[config.mk]
export PLATFORM = sky130hd
export DESIGN_NAME = mips_cpu_muldiv_seq_flat
export DESIGN_NICKNAME = d
export VERILOG_FILES = /design/src/rtl/mips_cpu_muldiv_pkg.sv /design/src/rtl/mips_cpu_muldiv_seq_if.sv /design/src/rtl/mips_cpu_muldiv_core.sv /design/src/rtl/mips_cpu_muldiv_seq.sv /design/src/flat_wrapper.sv
export SDC_FILE = /design/constraint.sdc
export NUM_CORES = 1
export LEC_CHECK = 0
export CAP_MARGIN = 10
export CORE_UTILIZATION = 35
export CTS_CLUSTER_SIZE = 10
export DETAILED_ROUTE_END_ITERATION = 8
export DONT_BUFFER_PORTS = 1
export GPL_TIMING_DRIVEN = 0
export SLEW_MARGIN = 15
export SYNTH_ARGS = -nofsm -noshare
export SYNTH_HDL_FRONTEND = slang
export SYNTH_SLANG_ARGS = --single-unit
[constraint.sdc]
create_clock -name clk -period 6.5 [get_ports clk]
set_input_delay 1.3 -clock clk [delete_from_list [all_inputs] [get_ports clk]]
set_output_delay 1.3 -clock clk [all_outputs]
set_load 0.02 [all_outputs]
[src/rtl/mips_cpu_muldiv_pkg.sv]
// mips_cpu_muldiv_pkg
//   Shared types and constants for the iterative HI/LO multiply/divide unit.
//   op_t    : 4-bit operation codes presented on the request bus.
//   state_t : sequencer states (IDLE -> CALC -> FIX -> IDLE).
package mips_cpu_muldiv_pkg;

    localparam int MULDIV_DATA_WIDTH = 32;
    localparam int MULDIV_ITERS      = MULDIV_DATA_WIDTH;

    // LO result of any divide by zero.
    localparam logic [MULDIV_DATA_WIDTH-1:0] DIV0_LO = '1;

    typedef enum logic [3:0] {
        OP_NOP   = 4'd0,
        OP_MULT  = 4'd1,
        OP_MULTU = 4'd2,
        OP_DIV   = 4'd3,
        OP_DIVU  = 4'd4,
        OP_MTHI  = 4'd5,
        OP_MTLO  = 4'd6
    } op_t;

    typedef enum logic [1:0] {
        ST_IDLE = 2'd0,
        ST_CALC = 2'd1,
        ST_FIX  = 2'd2
    } state_t;

endpackage

[src/rtl/mips_cpu_muldiv_seq_if.sv]
// mips_cpu_muldiv_seq_if
//   Request/response bundle between pipeline control and the HI/LO unit.
//   master (control): drives start, op, a, b, flush; observes busy, done, hi, lo.
//   slave  (unit)   : the reverse.
interface mips_cpu_muldiv_seq_if #(
    parameter int DATA_WIDTH = 32
);
    logic                  start;
    logic [3:0]            op;
    logic [DATA_WIDTH-1:0] a;
    logic [DATA_WIDTH-1:0] b;
    logic                  flush;
    logic                  busy;
    logic                  done;
    logic [DATA_WIDTH-1:0] hi;
    logic [DATA_WIDTH-1:0] lo;

    modport master (output start, op, a, b, flush, input busy, done, hi, lo);
    modport slave  (input start, op, a, b, flush, output busy, done, hi, lo);
endinterface

[src/rtl/mips_cpu_muldiv_core.sv]
// mips_cpu_muldiv_core
//   Unsigned one-bit-per-step datapath shared by multiply and divide.
//   load      : mcand <= mcand_in, acc <= {0, acc_lo_in}
//   step      : one shift-add (multiply) or restoring shift-subtract (divide)
//   is_div    : selects the divide step
//   mcand_in  : multiplicand magnitude, or divisor magnitude for divide
//   acc_lo_in : multiplier magnitude, or dividend magnitude for divide
//   acc       : multiply -> 2W product; divide -> {remainder, quotient}
module mips_cpu_muldiv_core #(
    parameter int DATA_WIDTH = 32
) (
    input  logic                    clk,
    input  logic                    rst_n,
    input  logic                    load,
    input  logic                    step,
    input  logic                    is_div,
    input  logic [DATA_WIDTH-1:0]   mcand_in,
    input  logic [DATA_WIDTH-1:0]   acc_lo_in,
    output logic [2*DATA_WIDTH-1:0] acc
);
    localparam int W = DATA_WIDTH;

    logic [W-1:0]   mcand_q, mcand_d;
    logic [2*W-1:0] acc_q,   acc_d;
    logic [W:0]     mul_sum;
    logic [W:0]     div_upper;
    logic [W:0]     div_trial;

    always_comb begin
        // Multiply: conditionally add into the upper half, then shift the
        // whole accumulator right; the multiplier drains out of the bottom.
        mul_sum   = {1'b0, acc_q[2*W-1:W]} + (acc_q[0] ? {1'b0, mcand_q} : '0);
        // Divide: partial remainder shifted left with the next dividend bit.
        // A clear MSB on the trial difference means it fits (restore otherwise).
        div_upper = acc_q[2*W-1:W-1];
        div_trial = div_upper - {1'b0, mcand_q};

        // NOTE: every always_comb output is given a default first, so no
        // path through the block can leave it unassigned and infer a latch.
        mcand_d = mcand_q;
        acc_d   = acc_q;
        if (load) begin
            mcand_d = mcand_in;
            acc_d   = {{W{1'b0}}, acc_lo_in};
        end else if (step) begin
            if (!is_div) begin
                acc_d = {mul_sum, acc_q[W-1:1]};
            end else if (!div_trial[W]) begin
                acc_d = {div_trial[W-1:0], acc_q[W-2:0], 1'b1};
            end else begin
                acc_d = {div_upper[W-1:0], acc_q[W-2:0], 1'b0};
            end
        end
    end

    // NOTE: the datapath registers are reset too; they are few, and a known
    // value after reset keeps simulation free of X on the result path.
    always_ff @(posedge clk or negedge rst_n) begin
        if (!rst_n) begin
            mcand_q <= '0;
            acc_q   <= '0;
        end else begin
            mcand_q <= mcand_d;
            acc_q   <= acc_d;
        end
    end

    assign acc = acc_q;
endmodule

[src/rtl/mips_cpu_muldiv_seq.sv]
// mips_cpu_muldiv_seq
//   Iterative HI/LO producer for MULT/MULTU/DIV/DIVU/MTHI/MTLO.
//   clk   : rising-edge clock
//   reset : asynchronous active-low reset
//   bus   : slave side of mips_cpu_muldiv_seq_if (start/op/a/b/flush in,
//           busy/done/hi/lo out). Arithmetic ops hold busy for 33 cycles
//           and then pulse done with hi/lo updated; MTHI/MTLO write at once.
module mips_cpu_muldiv_seq
    import mips_cpu_muldiv_pkg::*;
#(
    parameter int DATA_WIDTH = MULDIV_DATA_WIDTH,
    parameter int ITER_W     = $clog2(DATA_WIDTH) + 1
) (
    input  logic                    clk,
    input  logic                    reset,
    mips_cpu_muldiv_seq_if.slave    bus
);
    localparam int W = DATA_WIDTH;
    localparam logic [ITER_W-1:0] LAST_ITER = ITER_W'(W - 1);

    state_t         state_q, state_d;
    logic [ITER_W-1:0] cnt_q, cnt_d;
    logic [W-1:0]   hi_q, hi_d, lo_q, lo_d;
    logic           done_q, done_d;
    logic           is_div_q, is_div_d;
    logic           neg_q, neg_d;       // product / quotient must be negated
    logic           rem_neg_q, rem_neg_d; // remainder takes dividend's sign
    logic           div0_q, div0_d;

    logic           load, step;
    logic           signed_op, div_op;
    logic [W-1:0]   abs_a, abs_b;
    logic [2*W-1:0] core_acc;

    mips_cpu_muldiv_core #(.DATA_WIDTH(W)) u_core (
        .clk       (clk),
        .rst_n     (reset),
        .load      (load),
        .step      (step),
        .is_div    (is_div_q),
        .mcand_in  (div_op ? abs_b : abs_a),
        .acc_lo_in (div_op ? abs_a : abs_b),
        .acc       (core_acc)
    );

    always_comb begin
        signed_op = (bus.op == OP_MULT) || (bus.op == OP_DIV);
        div_op    = (bus.op == OP_DIV)  || (bus.op == OP_DIVU);
        abs_a     = (signed_op && bus.a[W-1]) ? -bus.a : bus.a;
        abs_b     = (signed_op && bus.b[W-1]) ? -bus.b : bus.b;

        state_d   = state_q;
        cnt_d     = cnt_q;
        hi_d      = hi_q;
        lo_d      = lo_q;
        done_d    = 1'b0;
        is_div_d  = is_div_q;
        neg_d     = neg_q;
        rem_neg_d = rem_neg_q;
        div0_d    = div0_q;
        load      = 1'b0;
        step      = 1'b0;

        case (state_q)
            ST_IDLE: begin
                if (bus.start && !bus.flush) begin
                    case (bus.op)
                        OP_MTHI: hi_d = bus.a;
                        OP_MTLO: lo_d = bus.a;
                        OP_MULT, OP_MULTU, OP_DIV, OP_DIVU: begin
                            load      = 1'b1;
                            is_div_d  = div_op;
                            neg_d     = signed_op && (bus.a[W-1] ^ bus.b[W-1]);
                            rem_neg_d = signed_op && bus.a[W-1];
                            div0_d    = (bus.b == '0);
                            cnt_d     = '0;
                            state_d   = ST_CALC;
                        end
                        default: ;
                    endcase
                end
            end
            ST_CALC: begin
                if (bus.flush) begin
                    state_d = ST_IDLE;
                end else begin
                    step  = 1'b1;
                    cnt_d = cnt_q + ITER_W'(1);
                    if (cnt_q == LAST_ITER) state_d = ST_FIX;
                end
            end
            ST_FIX: begin
                state_d = ST_IDLE;
                // A flush on the completion edge still discards the result.
                if (!bus.flush) begin
                    done_d = 1'b1;
                    if (is_div_q) begin
                        hi_d = rem_neg_q ? -core_acc[2*W-1:W] : core_acc[2*W-1:W];
                        // Magnitude quotient is all-ones for b=0; the sign fix
                        // would turn it into 1, so the constant is forced.
                        lo_d = div0_q ? W'(DIV0_LO)
                                      : (neg_q ? -core_acc[W-1:0] : core_acc[W-1:0]);
                    end else begin
                        {hi_d, lo_d} = neg_q ? -core_acc : core_acc;
                    end
                end
            end
            default: state_d = ST_IDLE;
        endcase
    end

    // NOTE: sequential state uses non-blocking assignments so every flop
    // samples its _d value from before the edge, independent of order.
    always_ff @(posedge clk or negedge reset) begin
        if (!reset) begin
            state_q   <= ST_IDLE;
            cnt_q     <= '0;
            hi_q      <= '0;
            lo_q      <= '0;
            done_q    <= 1'b0;
            is_div_q  <= 1'b0;
            neg_q     <= 1'b0;
            rem_neg_q <= 1'b0;
            div0_q    <= 1'b0;
        end else begin
            state_q   <= state_d;
            cnt_q     <= cnt_d;
            hi_q      <= hi_d;
            lo_q      <= lo_d;
            done_q    <= done_d;
            is_div_q  <= is_div_d;
            neg_q     <= neg_d;
            rem_neg_q <= rem_neg_d;
            div0_q    <= div0_d;
        end
    end

    assign bus.busy = (state_q != ST_IDLE);
    assign bus.done = done_q;
    assign bus.hi   = hi_q;
    assign bus.lo   = lo_q;

    // Control should stall rather than issue while busy; such requests are dropped.
    a_no_start_while_busy: assert property (
        @(posedge clk) disable iff (!reset)
        !(bus.busy && bus.start && (bus.op != OP_NOP))
    ) else $warning("muldiv: request while busy was dropped");
endmodule

[src/flat_wrapper.sv]
// flat-port wrapper written by rule: the top's interface ports become plain ports
module mips_cpu_muldiv_seq_flat import mips_cpu_muldiv_pkg::*;
#(
    parameter int DATA_WIDTH = MULDIV_DATA_WIDTH,
    parameter int ITER_W     = $clog2(DATA_WIDTH) + 1
)
  (clk, reset, bus_start, bus_op, bus_a, bus_b, bus_flush, bus_busy, bus_done, bus_hi, bus_lo);
  mips_cpu_muldiv_seq_if #(.DATA_WIDTH(DATA_WIDTH)) bus_i ();
  input  logic clk;
  input  logic reset;
  input wire logic [$bits(bus_i.start)-1:0] bus_start;
  input wire logic [$bits(bus_i.op)-1:0] bus_op;
  input wire logic [$bits(bus_i.a)-1:0] bus_a;
  input wire logic [$bits(bus_i.b)-1:0] bus_b;
  input wire logic [$bits(bus_i.flush)-1:0] bus_flush;
  output wire logic [$bits(bus_i.busy)-1:0] bus_busy;
  output wire logic [$bits(bus_i.done)-1:0] bus_done;
  output wire logic [$bits(bus_i.hi)-1:0] bus_hi;
  output wire logic [$bits(bus_i.lo)-1:0] bus_lo;
  assign bus_i.start = bus_start;
  assign bus_i.op = bus_op;
  assign bus_i.a = bus_a;
  assign bus_i.b = bus_b;
  assign bus_i.flush = bus_flush;
  assign bus_busy = bus_i.busy;
  assign bus_done = bus_i.done;
  assign bus_hi = bus_i.hi;
  assign bus_lo = bus_i.lo;
  mips_cpu_muldiv_seq #(.DATA_WIDTH(DATA_WIDTH), .ITER_W(ITER_W)) u_core (.clk(clk), .reset(reset), .bus(bus_i));
endmodule
==> metrics.md <==
| Metric | Value |
|---|---|
| Highest clock rate | 208 MHz |
| Clock latency on the worst-skew pair | 0.47 ns |
| CP Class | reg2reg |
| Maximum fanout along the worst path | 10 |
| Maximum clock path buffer count | 2 |
| DIE AREA | 43800 sq um |
| DP Wirelength | 49100 um |
| Post-CTS Setup Bufs | 0 |
| Reg2reg start | u_core.u_core.acc[0] |
| Final hold vios | 0 |
| EDFF count, synth | 0 |
| DRC violation count after routing | 0 |
| Grt ovf | 0 |
| DR vias/cell | 6.10 |
| Cell variety after synth | 76 |
| Final core occ | 38.7% |
| CTS clk-pin slew, worst paths | 0.08 ns |
| DRT Wirelength | 61900 um |
| Synth async-reset ratio | 100% |
| Crit path time final | 4.80 ns |
| Worst hold path startpoint | u_core.cnt_q[5] |
| Layout area overhead | 8.37% |
| Hold_buf cts | 0 |
| Total negative slack | 0 ns |
| RePlAce Congestion | 0.970 |
| Num CTS Buffers | 17 |
| Core region area | 42100 sq um |
| Vias | 15472 |
| Fin Clk Skew | 0.0134 ns |
| Number of global-route vias before repair | 14622 |
| Max-Cap Viols | 0 |
| Die height | 209 um |
| Main flop type after synthesis | dfrtp_1 |
| Final nets | 2129 |
| PortBufs | 0 |
| Post-Syn Area | 15000 sq um |
| Initial antenna violation count | 0 |
| Synth top area share | 28.8% |
| Total power | 6.88 mW |
| Crit path arrival time | 5.14 ns |
| Period utilization | 73.8% |
| Clk root buf | clkbuf_16 |
| Pins Over Slew Limit | 0 |
| DR WL/cell | 24.4 um |
| Pre-antenna DRT Iters | 5 |
| Worst setup path start | u_core.u_core.acc[0] |
| Worst Setup Start Kind | flip-flop |
| Die W | 209 um |
| Hold crit path type | reg2reg |
| H-Tree Level Count | 4 |
| CP required | 6.84 ns |
| Worst setup EP type | flip-flop |
| Largest net degree at the start of global routing | 174 |
| Synth Area per Inst | 7.65 sq um |
| Warnings, synthesis | 0 |
| Initial DRC Count | 1672 |
| Post-route ant nets | 0 |
| Top cells by area, synth | dfrtp_1 29%, o21ai_0 7.5%, xnor2_1 6.1% |
| Resize count post-CTS | 0 |
| Lkg Pwr | 6.59 nW |
| Worst slew margin | 20.8% |
| Worst-Margin Slew | 1.18 ns |
| Status | complete, no violations |
| Starting Density | 35.7% |
| Yosys top cell by area | dfrtp_1 |
| Ports | 138 |
| Clk sinks | 173 |
| PwrDens | 423 nW/um^2 |
| Core Rows | 75 |
| RSZ-0062 raised after global routing | false |
| Proportion of layout cells with a drive suffix above 1 | 3.40% |
| Final setup viols | 0 |
| Global-route wire length before repair | 91900 um |
| Top-count cell post-synth | nand2_1 |
| GRT Resource Usage Total | 28.0% |
| TritonCTS clock tree | yes |
| Post-Synthesis Net Count | 2109 |
| Synth cell count leaders | 232 x nand2_1, 224 x o21ai_0, 193 x nor2_1 |
| Worst vdd ir | 0.212 mV |
| Sequential area share after synthesis | 28.8% |
| #FFs+latches synth | 173 |
| Post-Syn Instances | 1966 |
[final timing paths]
kind / cells past startpoint / end / slack [ns]
max in group asynchronous: 0 / u_core.bus.hi[27] / 5.63
max reg2reg: 13 / u_core.bus.hi[18] / 1.70
min in group asynchronous: 0 / u_core.u_core.mcand_q[21] / 0.54
min reg2reg: 1 / u_core.cnt_q[5] / 0.49
max: 13 / u_core.bus.hi[18] / 1.70
min: 1 / u_core.cnt_q[5] / 0.49
[metal layers]
layer | GRT usage (%) | vias to the layer above | share of wire, %
met3 | 8.08 | 122 | 11
met4 | 11.5 | 0 | 3.8
met2 | 43.1 | 754 | 43
met5 | 0 | - | 0
li1 | - | 7158 | -
met1 | 36.6 | 7438 | 42
[area by class of cell]
| class | instances | area (sq um) |
|---|---|---|
| Sequential cell | 173 | 4330 |
| Inverter | 65 | 244 |
| Timing Repair Buffer | 1 | 7.51 |
| Buffer | 120 | 462 |
| Clock inverter | 14 | 144 |
| Clock buffer | 17 | 425 |
| Tap cell | 539 | 674 |
| Multi-Input combinational cell | 1608 | 10000 |
| Fill cell | 4389 | 25800 |
| Antenna cell | 1 | 2.50 |
[power by group]
group          total (mW)  switching (mW)  internal, mW  leakage, nW
Combinational        3.66            2.26          1.39         4.13
Clock                1.07           0.530         0.541        0.280
Sequential           2.16           0.732          1.42         2.18
Total                6.88            3.53          3.36         6.59
[cells in the final DEF (no fill, tap or decap), types with 21 or more instances in the layout]
cell	count
nand2_1	232
o21ai_0	224
nor2_1	193
dfrtp_1	173
a21oi_1	167
clkbuf_1	105
xnor2_1	105
ha_1	69
inv_1	65
xor2_1	59
o211ai_1	54
mux2i_1	47
nor3_1	41
o22ai_1	38
o31ai_1	34
nand3_1	32
o21a_1	21
a22oi_1	21
[cells by family (layout without fill, tap and decap cells)]
family | after synthesis | count (layout) | share of synthesized area [%]
AO/OA/AOI/OAI | 687 | 687 | 28.0
AND/OR/NAND/NOR | 636 | 636 | 19.6
buffers and inverters | 185 | 217 | 4.69
flip-flops | 173 | 173 | 28.8
XOR/XNOR | 164 | 164 | 9.55
adder cells (fa/ha/maj) | 71 | 71 | 6.01
multiplexers | 50 | 50 | 3.35
other | 0 | 1 | 0
[critical path, cell delays in order (launching register included)]
cell and delay, ns:
dfrtp_1 0.53, inv_1 0.21, clkbuf_1 0.66, ha_1 0.31, or4b_2 0.68, nor3_1 0.27, nand3_1 0.27, o21ai_1 0.50
clkbuf_1 0.41, a31oi_1 0.16, xnor2_1 0.32, nand2_1 0.09, o21ai_0 0.15, o21ai_1 0.09
[sequential cells by signal (all words and copies together), names as in the netlist]
name and flops:
u_core.bus.done 1, u_core.cnt_q 6, u_core.neg_q 1, u_core.u_core.mcand_q 32, u_core.bus.lo 32, u_core.is_div_q 1
u_core.div0_q 1, u_core.bus.hi 32, u_core.state_q 2, u_core.u_core.acc 64, u_core.rem_neg_q 1
[through the flow]
step	cell area [sq um]	instances	setup WS [ns]	hold slack, ns
final	16300	2538	1.70	0.487
after global routing	16300	2537	1.58	0.508
after CTS	16300	2537	1.82	0.485
after detailed placement	15700	2506	1.84	0.465
after global placement	15700	2505	1.83	0.468
after floorplan	15000	1966	2.78	0.446
Power figures use the tool's default switching activity.
